`config.mk`:
```
export PLATFORM = sky130hd
export DESIGN_NAME = operand_select_stage_flat
export DESIGN_NICKNAME = d
export VERILOG_FILES = /design/src/rtl/opsel_pkg.sv /design/src/rtl/operand_select_stage_if.sv /design/src/rtl/opsel_extend.sv /design/src/rtl/operand_select_stage.sv /design/src/flat_wrapper.sv
export SDC_FILE = /design/constraint.sdc
export NUM_CORES = 1
export LEC_CHECK = 0
export ABC_AREA = 0
export CORE_AREA = 4 4 101 103
export CTS_CLUSTER_DIAMETER = 150
export CTS_CLUSTER_SIZE = 40
export DETAILED_ROUTE_END_ITERATION = 6
export DIE_AREA = 0 0 105 107
export GPL_TIMING_DRIVEN = 0
export MAX_ROUTING_LAYER = met4
export PLACE_DENSITY = 0.76
export SYNTH_ARGS = -nofsm -noshare
export SYNTH_HDL_FRONTEND = slang
export SYNTH_SLANG_ARGS = --single-unit
```
`constraint.sdc`:
```
create_clock -name clk -period 1.6 [get_ports clk]
set_input_delay 0.16 -clock clk [delete_from_list [all_inputs] [get_ports clk]]
set_output_delay 0.16 -clock clk [all_outputs]
set_load 0.02 [all_outputs]
```
`src/rtl/opsel_pkg.sv`:
```
// Shared definitions for the ALU operand-B select stage.
// Holds the skid-buffer FSM encodings and the select-width helper.
// Used by the interface, the extender and the top level.
package opsel_pkg;

    typedef enum logic [1:0] {
        ST_EMPTY = 2'd0,
        ST_ONE   = 2'd1,
        ST_TWO   = 2'd2
    } state_t;

    // Select must encode every register source plus the immediate.
    function automatic int sel_width(input int num_reg);
        return $clog2(num_reg + 1);
    endfunction

endpackage

```
`src/rtl/operand_select_stage_if.sv`:
```
// Request/response bundle of the operand select stage.
// master = upstream decode/regfile plus ALU side, slave = the stage itself.
// Optional imm_upper member exists only when OPSEL_UPPER_IMM_EN is defined.
interface operand_select_stage_if
    import opsel_pkg::*;
#(
    parameter int DATA_W  = 32,
    parameter int IMM_W   = 16,
    parameter int NUM_REG = 2
);
    localparam int SEL_W = sel_width(NUM_REG);

    logic                      in_valid;
    logic                      in_ready;
    logic [SEL_W-1:0]          sel;
    logic [NUM_REG*DATA_W-1:0] reg_data;
    logic [IMM_W-1:0]          imm;
    logic                      imm_signed;
`ifdef OPSEL_UPPER_IMM_EN
    logic                      imm_upper;
`endif
    logic                      out_valid;
    logic                      out_ready;
    logic [DATA_W-1:0]         operand;
    logic                      sel_err;

    modport master (
`ifdef OPSEL_UPPER_IMM_EN
        output imm_upper,
`endif
        output in_valid, sel, reg_data, imm, imm_signed, out_ready,
        input  in_ready, out_valid, operand, sel_err
    );

    modport slave (
`ifdef OPSEL_UPPER_IMM_EN
        input  imm_upper,
`endif
        input  in_valid, sel, reg_data, imm, imm_signed, out_ready,
        output in_ready, out_valid, operand, sel_err
    );

endinterface

```
`src/rtl/opsel_extend.sv`:
```
// Purpose: widen the immediate field to DATA_W (sign/zero, or LUI-style with OPSEL_UPPER_IMM_EN).
// Latency: purely combinational.
// Backpressure: none, no handshake.
module opsel_extend #(
    parameter int DATA_W = 32,
    parameter int IMM_W  = 16
) (
    input  logic [IMM_W-1:0]  imm,
    input  logic              imm_signed,
`ifdef OPSEL_UPPER_IMM_EN
    input  logic              imm_upper,
`endif
    output logic [DATA_W-1:0] ext
);
    logic [DATA_W-1:0] low_ext;
    logic [DATA_W-1:0] high_ext;

    generate
        if (DATA_W == IMM_W) begin : g_pass
            // No room to extend into: the field already fills the operand.
            assign low_ext  = imm;
            assign high_ext = imm;
        end else begin : g_ext
            assign low_ext  = {{(DATA_W-IMM_W){imm_signed & imm[IMM_W-1]}}, imm};
            assign high_ext = {imm, {(DATA_W-IMM_W){1'b0}}};
        end
    endgenerate

`ifdef OPSEL_UPPER_IMM_EN
    // Upper placement overrides the sign/zero choice entirely.
    assign ext = imm_upper ? high_ext : low_ext;
`else
    assign ext = low_ext;
    logic unused_high;
    assign unused_high = ^high_ext;
`endif

endmodule

```
`src/rtl/operand_select_stage.sv`:
```
// Purpose: pick register slice or extended immediate as ALU operand B, buffered in a 2-entry skid.
// Latency: 1 cycle from capture edge to out_valid; 1 operand/cycle with out_ready high.
// Backpressure: in_ready (registered) drops only when both entries are full.
module operand_select_stage
    import opsel_pkg::*;
#(
    parameter int DATA_W  = 32,
    parameter int IMM_W   = 16,
    parameter int NUM_REG = 2
) (
    input logic                   clk,
    input logic                   rst_n,
    operand_select_stage_if.slave bus
);
    localparam int SEL_W = sel_width(NUM_REG);

    typedef struct packed {
        logic [DATA_W-1:0] data;
        logic              err;
    } entry_t;

    state_t            state;
    state_t            state_nxt;
    entry_t            cand;
    entry_t            main_q;
    entry_t            skid_q;
    logic [DATA_W-1:0] imm_ext;
    logic              push;
    logic              pop;

    opsel_extend #(.DATA_W(DATA_W), .IMM_W(IMM_W)) u_extend (
        .imm        (bus.imm),
        .imm_signed (bus.imm_signed),
`ifdef OPSEL_UPPER_IMM_EN
        .imm_upper  (bus.imm_upper),
`endif
        .ext        (imm_ext)
    );

    assign push = bus.in_valid  & bus.in_ready;
    assign pop  = bus.out_valid & bus.out_ready;

    // Source mux: out-of-range select yields a zero operand flagged as an error.
    always_comb begin
        cand.data = '0;
        cand.err  = 1'b1;
        for (int k = 0; k < NUM_REG; k++) begin
            if (bus.sel == SEL_W'(k)) begin
                cand.data = bus.reg_data[k*DATA_W +: DATA_W];
                cand.err  = 1'b0;
            end
        end
        if (bus.sel == SEL_W'(NUM_REG)) begin
            cand.data = imm_ext;
            cand.err  = 1'b0;
        end
    end

    // FSM state register; reset drops any buffered entries.
    always_ff @(posedge clk or negedge rst_n) begin
        if (!rst_n) state <= ST_EMPTY;
        else        state <= state_nxt;
    end

    // Next-state: occupancy moves by +1 on push-only, -1 on pop-only.
    always_comb begin
        state_nxt = state;
        case (state)
            ST_EMPTY: if (push) state_nxt = ST_ONE;
            ST_ONE: begin
                if (push && !pop)      state_nxt = ST_TWO;
                else if (pop && !push) state_nxt = ST_EMPTY;
            end
            ST_TWO:   if (pop) state_nxt = ST_ONE;
            default:  state_nxt = ST_EMPTY;
        endcase
    end

    // Handshake outputs decode the state flop only, so no input reaches them combinationally.
    always_comb begin
        bus.out_valid = (state == ST_ONE) || (state == ST_TWO);
        bus.in_ready  = (state == ST_EMPTY) || (state == ST_ONE);
    end

    // Data path: main register feeds the ALU, skid catches the entry that arrives under a stall.
    always_ff @(posedge clk or negedge rst_n) begin
        if (!rst_n) begin
            main_q <= '0;
            skid_q <= '0;
        end else begin
            case (state)
                ST_EMPTY: if (push) main_q <= cand;
                ST_ONE: begin
                    if (push && pop) main_q <= cand;
                    else if (push)   skid_q <= cand;
                end
                ST_TWO:   if (pop) main_q <= skid_q;
                default: ;
            endcase
        end
    end

    assign bus.operand = main_q.data;
    assign bus.sel_err = main_q.err;

endmodule

```
`src/flat_wrapper.sv`:
```
// flat-port wrapper written by rule: the top's interface ports become plain ports
module operand_select_stage_flat import opsel_pkg::*;
#(
    parameter int DATA_W  = 32,
    parameter int IMM_W   = 16,
    parameter int NUM_REG = 2
)
  (clk, rst_n, bus_in_valid, bus_sel, bus_reg_data, bus_imm, bus_imm_signed, bus_out_ready, bus_in_ready, bus_out_valid, bus_operand, bus_sel_err);
  operand_select_stage_if #(.DATA_W(DATA_W), .IMM_W(IMM_W), .NUM_REG(NUM_REG)) bus_i ();
  input logic clk;
  input logic rst_n;
  input wire logic [$bits(bus_i.in_valid)-1:0] bus_in_valid;
  input wire logic [$bits(bus_i.sel)-1:0] bus_sel;
  input wire logic [$bits(bus_i.reg_data)-1:0] bus_reg_data;
  input wire logic [$bits(bus_i.imm)-1:0] bus_imm;
  input wire logic [$bits(bus_i.imm_signed)-1:0] bus_imm_signed;
  input wire logic [$bits(bus_i.out_ready)-1:0] bus_out_ready;
  output wire logic [$bits(bus_i.in_ready)-1:0] bus_in_ready;
  output wire logic [$bits(bus_i.out_valid)-1:0] bus_out_valid;
  output wire logic [$bits(bus_i.operand)-1:0] bus_operand;
  output wire logic [$bits(bus_i.sel_err)-1:0] bus_sel_err;
  assign bus_i.in_valid = bus_in_valid;
  assign bus_i.sel = bus_sel;
  assign bus_i.reg_data = bus_reg_data;
  assign bus_i.imm = bus_imm;
  assign bus_i.imm_signed = bus_imm_signed;
  assign bus_i.out_ready = bus_out_ready;
  assign bus_in_ready = bus_i.in_ready;
  assign bus_out_valid = bus_i.out_valid;
  assign bus_operand = bus_i.operand;
  assign bus_sel_err = bus_i.sel_err;
  operand_select_stage #(.DATA_W(DATA_W), .IMM_W(IMM_W), .NUM_REG(NUM_REG)) u_core (.clk(clk), .rst_n(rst_n), .bus(bus_i));
endmodule
```
### Word level (Yosys, flattened, before mapping)

Cells that the tools add are included.
Widths: inputs -> output; s select.

* eq/ne operators: 8
* muxes and demuxes: 12
* bitwise operators: 4
* reduce and logical (&&, ||, !) cells: 13

Operators with widths (number)
* $mux 33: 6
* $pmux 33 s3: 1
* $mux 2: 4
* $pmux 2 s3: 1
* $reduce_and 3->1: 2
* $eq 2x1->1 const B: 2
* $eq 2x2->1 const B: 2
* $logic_not 2->1: 2
* $ne 2x1->1 const B: 2
* $reduce_and 4->1: 1
* $and 1x1->1: 3
* $logic_and 1x1->1: 3
* $ne 3x1->1 const B: 1
* $reduce_bool 3->1: 1
* $logic_not 1->1: 2
* $logic_or 1x1->1: 2
* $ne 2x2->1 const B: 1
* $not 1->1: 1

* bits in registers: 68
* output and inout bits: 35
* word-level logic and storage cells: 42

### Logic depth before layout (Yosys ltp)

* depth in word-level cells: 8
* mapped depth: 8

### Cells and area by module

A second synthesis with hierarchy kept.

* cells, all modules: 493
* area total of the unflattened synthesis: 4201.5 µm²

Modules (own cells, without submodules)
* operand_select_stage: instances 1, cells an instance 461, area each 3962.6 µm², sequential area each 1701.6 µm²
* opsel_extend: instances 1, cells an instance 32, area each 239.0 µm², sequential area each 0.0 µm²

### Least setup slack after synthesis

OpenSTA, ideal clock, no wires.

* path kind: flip-flop to flip-flop
* from: register u_core.state[1]
* to: register u_core.main_q, in the netlist u_core.bus.operand[17]
* setup time: 0.123 ns
* data arrival time: 1.812 ns
* required time: 1.477 ns
* slack: -0.335 ns
* cell stages (with the launch flop): 9
* period minus slack after synthesis: 1.935 ns
* cells stage by stage: dfrtp_1 -> inv_1 -> ha_1 -> nand3_1 -> a2111o_1 -> buf_4 -> buf_6 -> nand2_1 -> o21ai_1

* cells in the longest elaborated chain, start to end: 6
* elaborated cells on any way between the ends: 14

Ends and longest elaborated chain
* start, declared: RTL line operand_select_stage.sv:22 `state_t state;`
* start signal, assigned: RTL line operand_select_stage.sv:62 `else state <= state_nxt;`
* $eq 2x1->1 or $eq 2x2->1 (tied branches): RTL line operand_select_stage.sv:81 `bus.out_valid = (state == ST_ONE) || (state == ST_TWO);`
* $logic_or 1x1->1 (*): RTL line operand_select_stage.sv:81
* named net bus_out_valid: RTL line flat_wrapper.sv:19 `output wire logic [$bits(bus_i.out_valid)-1:0] bus_out_valid;`
* $and 1x1->1 (*): RTL line operand_select_stage.sv:41 `assign pop = bus.out_valid & bus.out_ready;`
* $logic_and 1x1->1: RTL line operand_select_stage.sv:94 `if (push && pop) main_q <= cand;`
* $ne 2x2->1 (no line)
* $reduce_and 4->1 (no line) (*)
* end signal, assigned: RTL line operand_select_stage.sv:92 `ST_EMPTY: if (push) main_q <= cand;`
* end signal, assigned: RTL line operand_select_stage.sv:94
* end signal, assigned: RTL line operand_select_stage.sv:97 `ST_TWO: if (pop) main_q <= skid_q;`
* end, declared: RTL line operand_select_stage.sv:25 `entry_t main_q;`

The timed path passes the listed nets; every way through them passes the cells marked *.
A chain may end at the register's enable or synchronous reset.

### Final worst setup path

* from: register u_core.state[1]
* to: register u_core.main_q, in the netlist u_core.bus.sel_err

* cells in the longest elaborated chain, start to end: 6
* elaborated cells on any way between the ends: 14

Ends and longest elaborated chain (RTL line)
* $eq 2x1->1 (tied with other cells): operand_select_stage.sv:81, operand_select_stage.sv:82, operand_select_stage.sv:91
* $logic_or 1x1->1 (on tied branches): operand_select_stage.sv:82, operand_select_stage.sv:81
* $and 1x1->1 (on tied branches): operand_select_stage.sv:40, operand_select_stage.sv:41
* $logic_and 1x1->1: operand_select_stage.sv:94
* $ne 2x2->1 (no line)
* $reduce_and 4->1 (no line)

Parallel ways exist; a longest one is shown, timed or not.

==> results_dict.tcl <==
set metrics [dict create \
    p_sw_share_pct 40.4 \
    dp_hpwl_mm 9.23 \
    num_rows 35 \
    power.density_nw_per_um2 1940 \
    cts.sinks 68 \
    multiInputGateArea_um2 2140 \
    grt_pass1_vias 4274 \
    cp_max_fo 10 \
    p_seq_share_pct 26.2 \
    cts_max_path_buffers 2 \
    yosysWarnings 0 \
    numCtsBuffers 9 \
    wl_per_cell_um 19.9 \
    min_path_type "input port to flip-flop" \
    power_mw 11.9 \
    synth_seq_cells 68 \
    outcome "complete, but fails checks" \
    final_antenna_net_count 0 \
    port_buffers 121 \
    async_reset_ff_share_pct 100 \
    synth_area_um2 3920 \
    maxSlewViolCount 0 \
    stdcell_count 715 \
    fin_skew_ns 0.00739 \
    drive_gt1_share_pct 21.5 \
    crit_path_start_kind "flip-flop" \
    fin_crit_sh_pct 115 \
    fmax_ghz 0.543 \
    worstSetupEndpointType "flip-flop" \
    grt-ovfl-total 0 \
    combPwrFrac_pct 58.7 \
    vias_per_cell 5.98 \
    via_count 4278 \
    dp.cells 677 \
    cts_root_buffer "clkbuf_8" \
    cp.arrival_ns 2.08 \
    synth_ff_type "dfrtp_1" \
    wirelength_mm 14.2 \
    worstMarginPinSlew_ns 0.911 \
    die_area_um2 11200 \
    reg2reg_depth 8 \
    drt-pass1-iter-count 7 \
    synth-edff-count 0 \
    h-tree-depth 3 \
    area_growth_pct 56.2 \
    grt_first_pass_wirelength_mm 21.5 \
    criticalPathCategory "flip-flop to flip-flop" \
    drc 8 \
    power_leakage_nw 2.56 \
    fin_tns_setup_ns -10.61 \
    relSlewSlack_pct 39.3 \
    cts_tree "built" \
    fillers 716 \
    finalSetupViolCount 68 \
    clkLatencyLatePin_ns 0.36 \
    syn_area_per_cell_um2 8.80 \
    synth_nets 536 \
    yosysUniqueCellTypes 30 \
    period_minus_slack_ns 1.84 \
    required_ns 1.84 \
    setup_slack_ns -0.241 \
    die_h_um 107 \
    maxCapViolCount 0 \
    pre_cts_ws_ns -0.627 \
    failed_checks "DRC, setup timing" \
    rsz0062_at_grt "yes" \
    ios 122 \
    whs_path_depth 3 \
    layout.nets 690 \
    irDropWorstVdd_mv 0.847 \
    syn_inst 445 \
    regArea_um2 1700 \
    antenna_found_initial 0 \
    start_util_pct 42.6 \
    die_w_um 105 \
    num_antenna_cells 0 \
    internal_power_mw 7.07 \
    switching_power_mw 4.78 \
    clock_power_share_pct 15.1 \
    hold_viol_final 0 \
    fp.coreArea_um2 9200 \
    finalWeightedCongestion 0.861 \
    grt_usage_pct 24.6 \
    ys_seq_area_share_pct 43.4 \
    grt_start_max_net_pins 69 \
    drt_iter0_markers 397 \
    fin_util_pct 66.5 \
    cts.clk_slew.worst_paths_ns 0.08 \
]
layout make-up:
| type | count | share of cell area [%] |
|---|---|---|
| Buffer | 39 | 5.40 |
| Clock buffer | 10 | 2.25 |
| Clock inverter | 6 | 1.82 |
| Inverter | 23 | 1.41 |
| Multi-Input combinational cell | 315 | 34.9 |
| Sequential cell | 68 | 27.8 |
| Tap cell | 111 | 2.27 |
| Timing Repair Buffer | 143 | 24.1 |
power groups by stage:
| stage | Clock, mW | Combinational (mW) | Sequential [mW] |
|---|---|---|---|
| after floorplan | 0 | 2.83 | 3.42 |
| after global placement | 0 | 5.01 | 3.01 |
| after detailed placement | 0 | 5.18 | 3.05 |
| after CTS | 1.79 | 6.08 | 3.03 |
| after global routing | 1.89 | 7.39 | 3.19 |
| final | 1.80 | 6.95 | 3.11 |
cells in the mapped netlist, types with 2 or more instances:
library cell / number / area (µm²)
a21oi_1: 18 / 90.1
a222oi_1: 16 / 160
a31oi_1: 16 / 100
buf_1: 2 / 7.51
buf_2: 6 / 30.0
buf_4: 3 / 22.5
buf_6: 4 / 45.0
clkbuf_1: 24 / 90.1
dfrtp_1: 68 / 1700
ha_1: 4 / 50.1
inv_1: 23 / 86.3
mux2_2: 16 / 180
mux2i_1: 2 / 20.0
nand2_1: 53 / 199
nand2b_1: 31 / 194
nor2_1: 33 / 124
nor2b_1: 35 / 219
o21ai_0: 18 / 90.1
o21ai_1: 27 / 135
o21ai_2: 6 / 52.6
o221ai_1: 17 / 149
o311ai_0: 2 / 17.5
o31ai_1: 14 / 105
flip-flops by register name, indices dropped and copies added, names as in the netlist:
signal and cells:
u_core.skid_q 33, u_core.state 2, u_core.bus.operand 32, u_core.bus.sel_err 1
cells by family (layout without fill, tap and decap cells):
logic type	after synthesis	count (layout)	synth area share [%]
mux	18	18	5.11
flops	68	68	43.4
fa+ha+maj	4	4	1.28
simple gates	157	157	19.5
compound gates	136	136	23.5
buf+inv	62	221	7.19
critical path, cell delays in order, from the launching register on:
cell	delay, ns
dfrtp_1	0.40
inv_2	0.09
ha_4	0.28
nand3_2	0.05
a2111o_1	0.43
buf_8	0.19
buf_6	0.15
nand2_1	0.07
o21ai_1	0.06
per-layer routing:
metal	routed length [µm]	part of all wire, %	vias up	track usage (%)
met4	367	2.6	0	8.34
met5	0	0	-	-
li1	-	-	1880	-
met2	6890	48	297	40.8
met3	1510	11	37	6.14
met1	5460	38	2064	29.5
layout by cell type (no fill, tap or decap), types with 3 or more instances in the layout:
cell type        count
clkbuf_2             8
bufinv_16            3
nand2_4              7
buf_4               15
clkbuf_8            12
a21oi_1             14
nor2_1              32
nor2b_1             35
clkbuf_4             3
a21oi_2              3
o31ai_1             14
buf_8                8
clkdlybuf4s50_1    117
o21ai_1             21
mux2_2              16
nand2b_1            31
buf_6               11
inv_1               20
dfrtp_1             68
clkbuf_1             9
a222oi_1            16
clkbuf_16            3
inv_2                3
o21ai_0             16
nand2_1             39
o221ai_1            16
o21ai_2             14
a31oi_1             14
nand2_2              7
ha_4                 3
metrics by stage:
step | hold WS, ns | area, µm²
after floorplan | -0.136 | 3950
after global placement | 0.466 | 5300
after detailed placement | 0.343 | 5290
after CTS | 0.381 | 5820
after global routing | 0.415 | 6120
final | 0.384 | 6120
path summary, 6_finish.rpt:
path	from	endpoint	slack (ns)
min in group asynchronous	rst_n	u_core.bus.operand[5]	0.47
min reg2reg	u_core.bus.operand[15]	u_core.bus.operand[15]	0.49
min	bus_reg_data[36]	u_core.skid_q[5]	0.38
max reg2reg	u_core.state[1]	u_core.bus.sel_err	-0.24
max in group asynchronous	rst_n	u_core.skid_q[26]	0.52
max	u_core.state[1]	u_core.bus.sel_err	-0.24
timing repair:
item                                   CTS  global route
setup endpoints to repair               70            70
cloned                                   1             3
hold buffers                             1             0
pin swaps                                9             7
setup buffers                           11             7
gates resized for setup                 63            58
endpoints found under the hold margin   68             0
Note: power is estimated with default switching activity, not from simulation.
